--- config.mk ---
export PLATFORM = sky130hd
export DESIGN_NAME = uart_tx_fifo
export DESIGN_NICKNAME = d
export VERILOG_FILES = /design/src/rtl/uart_tx_fifo.sv
export SDC_FILE = /design/constraint.sdc
export NUM_CORES = 1
export LEC_CHECK = 0
export BUFFER_PORTS_ARGS = -buffer_cell sky130_fd_sc_hd__buf_2
export CELL_PAD_IN_SITES_DETAIL_PLACEMENT = 1
export CELL_PAD_IN_SITES_GLOBAL_PLACEMENT = 1
export CORE_MARGIN = 1
export CORE_UTILIZATION = 25
export DETAILED_ROUTE_END_ITERATION = 10
export PLACE_DENSITY_LB_ADDON = 0.1
export SLEW_MARGIN = 15
export SYNTH_ARGS = -nofsm -noshare
export SYNTH_HDL_FRONTEND = slang
export SYNTH_SLANG_ARGS = --single-unit
--- constraint.sdc ---
create_clock -name clk -period 4.6 [get_ports clk]
set_input_delay 1.38 -clock clk [delete_from_list [all_inputs] [get_ports clk]]
set_output_delay 1.38 -clock clk [all_outputs]
set_load 0.05 [all_outputs]
--- src/rtl/uart_tx_fifo.sv ---
// uart_tx_fifo: FIFO-buffered UART transmitter, 8n1, LSB first, o clocks per bit.
// Define UART_TX_PARITY_EN to insert an even-parity bit after the data bits (8e1).
module uart_tx_fifo #(
  parameter int o     = 4,
  parameter int DEPTH = 4
) (
  input  logic       clk,
  input  logic       rst,
  input  logic [7:0] in,
  input  logic       wr,
  output logic       full,
  output logic       busy,
  output logic       out
);

  localparam int AW = $clog2(DEPTH);
  localparam int CW = AW + 1;
  localparam int OW = (o > 1) ? $clog2(o) : 1;
  localparam logic [OW-1:0] OSC_LAST = OW'(o - 1);
  localparam logic [CW-1:0] CNT_FULL = CW'(DEPTH);

`ifdef UART_TX_PARITY_EN
  typedef enum logic [2:0] {IDLE, START, DATA, PAR, STOP} state_t;
`else
  typedef enum logic [1:0] {IDLE, START, DATA, STOP} state_t;
`endif

  logic [7:0]    r_mem [DEPTH];
  logic [AW-1:0] r_wrPtr;
  logic [AW-1:0] r_rdPtr;
  logic [CW-1:0] r_count;
  state_t        r_state;
  logic [OW-1:0] r_osc;
  logic [2:0]    r_idx;
  logic [7:0]    r_sh;
  logic          r_out;
`ifdef UART_TX_PARITY_EN
  logic          r_par;
`endif

  state_t        w_stateNext;
  logic          w_pop;
  logic          w_push;
  logic [7:0]    w_head;
  logic [OW-1:0] w_oscNext;
  logic [2:0]    w_idxNext;
  logic [7:0]    w_shNext;
  logic          w_outNext;

  // full is judged on the pre-edge count, so a same-edge pop never admits a write
  assign full   = (r_count == CNT_FULL);
  assign busy   = (r_state != IDLE) || (r_count != '0);
  assign out    = r_out;
  assign w_push = wr && !full;
  assign w_head = r_mem[r_rdPtr];

  always_comb begin
    w_stateNext = r_state;
    w_pop       = 1'b0;
    w_oscNext   = r_osc + 1'b1;
    w_idxNext   = r_idx;
    w_shNext    = r_sh;
    w_outNext   = r_out;
    unique case (r_state)
      IDLE: begin
        w_oscNext = '0;
        if (r_count != '0) begin
          w_pop       = 1'b1;
          w_shNext    = w_head;
          w_outNext   = 1'b0;
          w_stateNext = START;
        end
      end
      START: begin
        if (r_osc == OSC_LAST) begin
          w_oscNext   = '0;
          w_idxNext   = 3'd0;
          w_outNext   = r_sh[0];
          w_stateNext = DATA;
        end
      end
      DATA: begin
        if (r_osc == OSC_LAST) begin
          w_oscNext = '0;
          if (r_idx == 3'd7) begin
`ifdef UART_TX_PARITY_EN
            w_outNext   = r_par;
            w_stateNext = PAR;
`else
            w_outNext   = 1'b1;
            w_stateNext = STOP;
`endif
          end else begin
            w_idxNext = r_idx + 3'd1;
            w_shNext  = {1'b0, r_sh[7:1]};
            w_outNext = r_sh[1];
          end
        end
      end
`ifdef UART_TX_PARITY_EN
      PAR: begin
        if (r_osc == OSC_LAST) begin
          w_oscNext   = '0;
          w_outNext   = 1'b1;
          w_stateNext = STOP;
        end
      end
`endif
      // a queued byte at the end of the stop bit starts the next frame with no gap
      STOP: begin
        if (r_osc == OSC_LAST) begin
          w_oscNext = '0;
          if (r_count != '0) begin
            w_pop       = 1'b1;
            w_shNext    = w_head;
            w_outNext   = 1'b0;
            w_stateNext = START;
          end else begin
            w_stateNext = IDLE;
          end
        end
      end
      default: w_stateNext = IDLE;
    endcase
  end

  always_ff @(posedge clk or posedge rst) begin
    if (rst) begin
      r_state <= IDLE;
      r_osc   <= '0;
      r_idx   <= '0;
      r_sh    <= '0;
      r_out   <= 1'b1;
      r_wrPtr <= '0;
      r_rdPtr <= '0;
      r_count <= '0;
`ifdef UART_TX_PARITY_EN
      r_par   <= 1'b0;
`endif
    end else begin
      r_state <= w_stateNext;
      r_osc   <= w_oscNext;
      r_idx   <= w_idxNext;
      r_sh    <= w_shNext;
      r_out   <= w_outNext;
      if (w_push) r_wrPtr <= r_wrPtr + 1'b1;
      if (w_pop)  r_rdPtr <= r_rdPtr + 1'b1;
      case ({w_push, w_pop})
        2'b10:   r_count <= r_count + 1'b1;
        2'b01:   r_count <= r_count - 1'b1;
        default: r_count <= r_count;
      endcase
`ifdef UART_TX_PARITY_EN
      if (w_pop) r_par <= ^w_head;
`endif
    end
  end

  always_ff @(posedge clk) begin
    if (w_push) r_mem[r_wrPtr] <= in;
  end

endmodule

==> summary.md, run 1 <==
| Metric | Value |
|---|---|
| Status | `finished clean` |
| # IOs | `14` |
| First-pass GRT wire length | `slightly above 8000 um` |
| Fin crit share | `roughly 62%` |
| Most common cell in the netlist | `edfxtp_1` |
| Root buffer cell | `clkbuf_8` |
| Placed Cells | `between 300 and 400` |
| H-tree level count | `2` |
| CTS Buf Count | `5` |
| Startpoint types | `flip-flop` |
| Via count | `about 1400` |
| Synthesized net count | `199` |
| Synth top cells by count | `32 x edfxtp_1, 22 x dfrtp_1, 15 x nor2_1, 13 x ha_1, 11 x inv_1` |
| Post-synth EDFFs | `32` |
| Max Fclk | `0.350 GHz` |
| Hold Crit Class | `flip-flop to flip-flop` |
| RSZ-0062 raised after global routing | `false` |
| Synthesized instance count | `approximately 170` |
| Routability cong. | `0.684` |
| Pwr Total | `1.91 mW` |
| Power per Cell Area | `680 nW/um^2` |
| R2r startpoint | `r_state[1]$_DFFE_PP0P_` |
| Compound-Gate Fraction of Synth Area | `7.73%` |
| Clock sinks | `55` |
| First-pass detailed-route iteration total | `3` |
| Seq cells post-synth | `55` |
| Seq/Total Area, Yosys | `61.7%` |
| Crit path time final | `2.86 ns` |
| Initial antenna violation count | `0` |
| Cell Area, Synth | `2490 um^2` |
| CTS clock-pin slew for the worst setup and hold paths | `0.10 ns` |
| Layout cells sized above 1 | `20.4%` |
| Post-detail-place hpwl | `3590 um` |
| Worst Path Required | `3.22 ns` |
| Final Max Tran Viols | `0` |
| Fin Setup TNS | `0 ns` |
| Synth warnings | `0` |
| Area leader, netlist | `edfxtp_1` |
| Final nets | `215` |
| Maximum vdd drop | `0.161 mV` |
| CTS tree | `built` |
| Max Cap Viol | `0` |
| CP arrival | `1.48 ns` |
| Largest cells by area after synthesis | `edfxtp_1 39%, dfrtp_1 22%, mux4_2 7.2%, ha_1 6.5%, nor2_1 2.3%` |
| Mux share of post-synthesis cell area | `8.98%` |
| Core area | `9730 um^2` |
| Place WS | `~1.7 ns` |
| Largest net degree at the start of global routing | `24` |
| Drt drc | `0` |
| Slew headroom | `37.0%` |
| FP Rows | `36` |
| WL/cell | `15.2 um` |
| Setup Viol. Count Final | `0` |
| Post-CTS Setup Inserts | `0` |
| Main synth FF type | `edfxtp_1` |
| Syn Area/Cell | `14.3 um^2` |
| Diodes inserted | `0` |
| Largest family of logic cells by synthesized area | `simple AND/OR/NAND/NOR gates` |
| Hold worst-path end | `r_osc[0]$_DFF_PP0_` |
| Grt ovf | `0` |
| Final clock skew | `0.0156 ns` |
| Final hold violation count | `0` |
| Initial Utilization | `around 26%` |
| CP Max Fanout | `4` |
| Worst flop-to-flop path endpoint | `r_count[2]$_DFFE_PP0P_` |
| Iteration-0 DRC Markers | `33` |
| Placement Cell Area | `2710 um^2` |
| Worst Tran Pin Value | `0.944 ns` |
| Longest Clk Path Bufs | `2` |
| Design area | `2810 um^2` |
| Clk_lat worst skew | `0.32 ns` |
| PortBufs | `13` |
| Hold depth | `1` |
| Die Span Y | `between 100 and 150 um` |
| Routed WL | `4910 um` |
| Final cell utilization of the core | `28.8%` |
| Detail Route Antenna Nets | `0` |
| Post-Synth Simple-Gate Area | `9.83%` |
| Reg2reg setup slack | `1.99 ns` |
| Total track usage | `between 10% and 20%` |
| Post-DR vias/cell | `4.39` |
| Post-synth top area share | `38.5%` |
| CP Capture Type | `output port` |
| Area delta synth->final | `12.5%` |
| Hold slack | `roughly 0.45 ns` |
| Hold Startpoint | `r_osc[0]$_DFF_PP0_` |
| LEAKAGE | `1.09 nW` |
| Post-synth cell types | `40` |
| Async SR Flop Fraction | `a little over two fifths` |
| Die area | `10400 um^2` |
| Synth Area in XOR/XNOR | `2.11%` |
| Gates resized, CTS repair | `0` |
| Final std cells w/o fill | `324` |
| Vias in the first global route | `1617` |
| Final WS setup | `1.74 ns` |
| Chip width | `102 um` |
| Worst-case reg-to-reg path depth | `9` |
| Hold buffers post-CTS | `0` |
| Setup CP Type | `flip-flop to output port` |
| Adder-cell share of the synthesized area | `7.33%` |
worst max-delay path, stage by stage (launching register included):
cell and delay, ns:
dfrtp_1 0.43, nor3_1 0.37, nand2_1 0.14, buf_2 0.23
worst max path at each step:
stage,start,end,depth (start not counted)
global placement,wr,r_count[2]$_DFFE_PP0P_,9
CTS,r_count[2]$_DFFE_PP0P_,busy,3
detailed placement,wr,r_count[2]$_DFFE_PP0P_,9
floorplan,wr,r_count[2]$_DFFE_PP0P_,8
global route,r_count[2]$_DFFE_PP0P_,busy,3
finish,r_count[2]$_DFFE_PP0P_,busy,3
flip-flops by register name (all words and copies together) (netlist names):
signal	flops
out	1
r_rdPtr	2
r_idx	3
r_count	3
r_sh	8
r_mem	32
r_osc	2
r_wrPtr	2
r_state	2
routing by layer:
metal / vias up / part of all wire [%] / global-route usage, %
met5: - / 0 / 0
met2: 12 / 51 / 18.4
li1: 676 / - / -
met4: 0 / 0.90 / 2.97
met1: 728 / 46 / 12.9
met3: 5 / 1.9 / 2.46
logic make-up (layout without fill, tap and decap cells):
| group | Yosys count | count (layout) |
|---|---|---|
| compound gates | 23 | 23 |
| xor+xnor | 6 | 6 |
| fa+ha+maj | 14 | 14 |
| buf+inv | 15 | 32 |
| flops | 55 | 55 |
| mux | 12 | 12 |
| simple gates | 49 | 49 |
cells in the final DEF, fill, tap and decap left out, types with 3 or more instances in the layout:
cell type  netlist  final
mux2_2           3      3
nand2_1          8      8
o32ai_1          6      6
nor2_1          15     15
dfrtp_1         22     22
mux4_2           8      8
nor3_1          10     10
and3_1           3      3
inv_1           11     11
and2_1           4      4
edfxtp_1        32     32
xor2_1           3      3
clkbuf_8         0      5
buf_2            2     13
ha_1            13     13
xnor2_1          3      3
area by class of cell:
type	count	area, um^2
fill	1075	6920
sequential	55	1540
multi-input combinational	104	897
tap	133	166
clock buffer	5	68.8
timing repair buffer	13	65.1
inverter	11	41.3
clock inverter	3	28.8
power breakdown:
group          internal, mW  switching (mW)  total, mW
Clock                 0.115           0.173      0.288
Sequential            0.687           0.123      0.811
Combinational         0.363           0.446      0.809
Total                  1.17           0.743       1.91
Power figures use the tool's default switching activity.
==> run 2, diff against run 1 <==
clock period = 2.5 ns   (was 4.6 ns; I/O delays follow)
==> summary.md, run 2 (synthesis results as in run 1) <==
| Metric | Value |
|---|---|
| Status | `finished clean` |
| Grt ovf | `0` |
| Sequential share of power | `between 40% and 50%` |
| Post-detail-place hpwl | `3760 um` |
| Max Cap Viol | `0` |
| Power per Cell Area | `between 1000 and 1500 nW/um^2` |
| RSZ-0062 raised after global routing | `false` |
| CP Max Fanout | `5` |
| LEAKAGE | `1.12 nW` |
| Largest net degree at the start of global routing | `24` |
| Die area | `between 10000 and 15000 um^2` |
| Delay of the slowest critical-path stage | `about 0.43 ns` |
| CTS Buf Count | `5` |
| Placed Cells | `322` |
| Chip width | `about 100 um` |
| H-tree level count | `2` |
| Cells along the critical path | `inv_1, ha_1, nor3_2, ha_1, inv_1, fa_1, xor2_1, nor2_1, xor2_1` |
| Routability cong. | `0.674` |
| Slew headroom | `67.6%` |
| Die Span Y | `102 um` |
| Initial antenna violation count | `0` |
| Maximum vdd drop | `about 0.33 mV` |
| PortBufs | `13` |
| Gates resized, CTS repair | `0` |
| Core area | `9730 um^2` |
| FILL cells | `approximately 1100` |
| First-pass detailed-route iteration total | `4` |
| Sw frac | `38.8%` |
| Crit path time final | `2.32 ns` |
| Post-DR vias/cell | `~4.3` |
| Max FFs per register | `32` |
| Layout cells sized above 1 | `23.9%` |
| Power share of the clock group | `14.8%` |
| Sw power | `1.40 mW` |
| Share of power burned in combinational logic | `roughly 44%` |
| Vias in the first global route | `around 1600` |
| Total track usage | `11.0%` |
| Worst-case reg-to-reg path depth | `9` |
| Worst Path Required | `2.73 ns` |
| Final cell utilization of the core | `29.4%` |
| Worst Tran Pin Value | `between 0.4 and 0.5 ns` |
| Final hold violation count | `0` |
| Drt drc | `0` |
| Hold slack | `about 0.45 ns` |
| Final std cells w/o fill | `330` |
| Fin crit share | `between 90% and 100%` |
| Initial Utilization | `between 20% and 30%` |
| Iteration-0 DRC Markers | `49` |
| CP arrival | `2.55 ns` |
| Startpoint types | `flip-flop` |
| Via count | `between 1000 and 1500` |
| Largest regs | `r_mem x32, r_sh x8` |
| Clock sinks | `55` |
| Most frequent cells in the layout | `32 x edfxtp_1, 22 x dfrtp_1, 15 x nor2_1, 13 x ha_1, 13 x buf_2` |
| Hold depth | `1` |
| Final nets | `221` |
| Commonest non-fill, non-tap cell in the layout | `edfxtp_1` |
| Setup Viol. Count Final | `0` |
| CTS clock-pin slew for the worst setup and hold paths | `0.11 ns` |
| Area delta synth->final | `14.7%` |
| Top reg by flops | `r_mem` |
| Largest delay contributor family on the critical path | `adder cells` |
| Clk_lat worst skew | `0.32 ns` |
| Root buffer cell | `clkbuf_8` |
| Post-CTS Setup Inserts | `0` |
| Buf/Inv on CP | `2` |
| Routed WL | `a little over 5000 um` |
| CP Capture Type | `flip-flop` |
| Diodes inserted | `0` |
| WL/cell | `15.6 um` |
| Setup CP Type | `flip-flop to flip-flop` |
| Final clock skew | `around 0.0094 ns` |
| Stages on worst setup path | `9` |
| Longest Clk Path Bufs | `2` |
| Hold Crit Class | `flip-flop to flip-flop` |
| First-pass GRT wire length | `around 8300 um` |
| Final Max Tran Viols | `0` |
| CTS tree | `built` |
| # IOs | `14` |
| Int Power | `approximately 2.2 mW` |
| Worst-path cell with the longest stage delay | `dfrtp_1` |
| Fin Setup TNS | `0 ns` |
| Detail Route Antenna Nets | `0` |
| Max Fclk | `around 0.43 GHz` |
| FP Rows | `36` |
| Hold buffers post-CTS | `0` |
[run 2: cell types whose count changed in the layout (fill, tap and decap cells not counted), sizes merged]
cell and delta:
clkinv +2, buf +6, inv -2
[run 2: worst paths after layout]
kind / endpoint / from / slack (ns)
hold / removal: r_osc[0]$_DFF_PP0_ / r_osc[0]$_DFF_PP0_ / 0.45
setup / recovery: r_count[2]$_DFFE_PP0P_ / r_state[1]$_DFFE_PP0P_ / 0.18
setup reg to reg: r_count[2]$_DFFE_PP0P_ / r_state[1]$_DFFE_PP0P_ / 0.18
hold reg to reg: r_osc[0]$_DFF_PP0_ / r_osc[0]$_DFF_PP0_ / 0.45
max in group asynchronous: out$_DFFE_PP1P_ / rst / 1.73
min in group asynchronous: r_state[0]$_DFFE_PP0P_ / rst / 0.47
[run 2: layer usage]
| metal | vias up | part of all wire, % | GRT usage (%) |
|---|---|---|---|
| met3 | 5 | 2.1 | 2.67 |
| li1 | 684 | - | - |
| met4 | 0 | 1.2 | 3.96 |
| met2 | 14 | 51 | 18.7 |
| met5 | - | 0 | 0 |
| met1 | 731 | 46 | 13.5 |
[run 2: per-stage QoR]
stage,setup WS (ns),area (um^2),power [mW]
4_1_cts,0.0364,2850,3.67
5_1_grt,0.0336,2860,3.91
3_3_place_gp,0.302,2750,3.02
3_5_place_dp,0.0686,2750,3.12
2_1_floorplan,0.149,2490,2.63
6_report,0.185,2860,3.60
[run 2: area by class of cell]
| class | instances | area (um^2) | share of cell area [%] |
|---|---|---|---|
| Multi-Input combinational cell | 104 | 907 | 31.7 |
| Sequential cell | 55 | 1540 | 53.8 |
| Clock buffer | 5 | 68.8 | 2.41 |
| Inverter | 11 | 41.3 | 1.44 |
| Timing Repair Buffer | 19 | 110 | 3.85 |
| Tap cell | 133 | 166 | 5.82 |
| Clock inverter | 3 | 28.8 | 1.01 |
[run 2: power groups by stage]
stage | combinational [mW] | clock [mW] | sequential, mW
CTS | 1.63 | 0.564 | 1.48
global route | 1.79 | 0.596 | 1.52
finish | 1.59 | 0.533 | 1.48
global placement | 1.55 | 0 | 1.47
floorplan | 1.23 | 0 | 1.40
detailed placement | 1.62 | 0 | 1.50
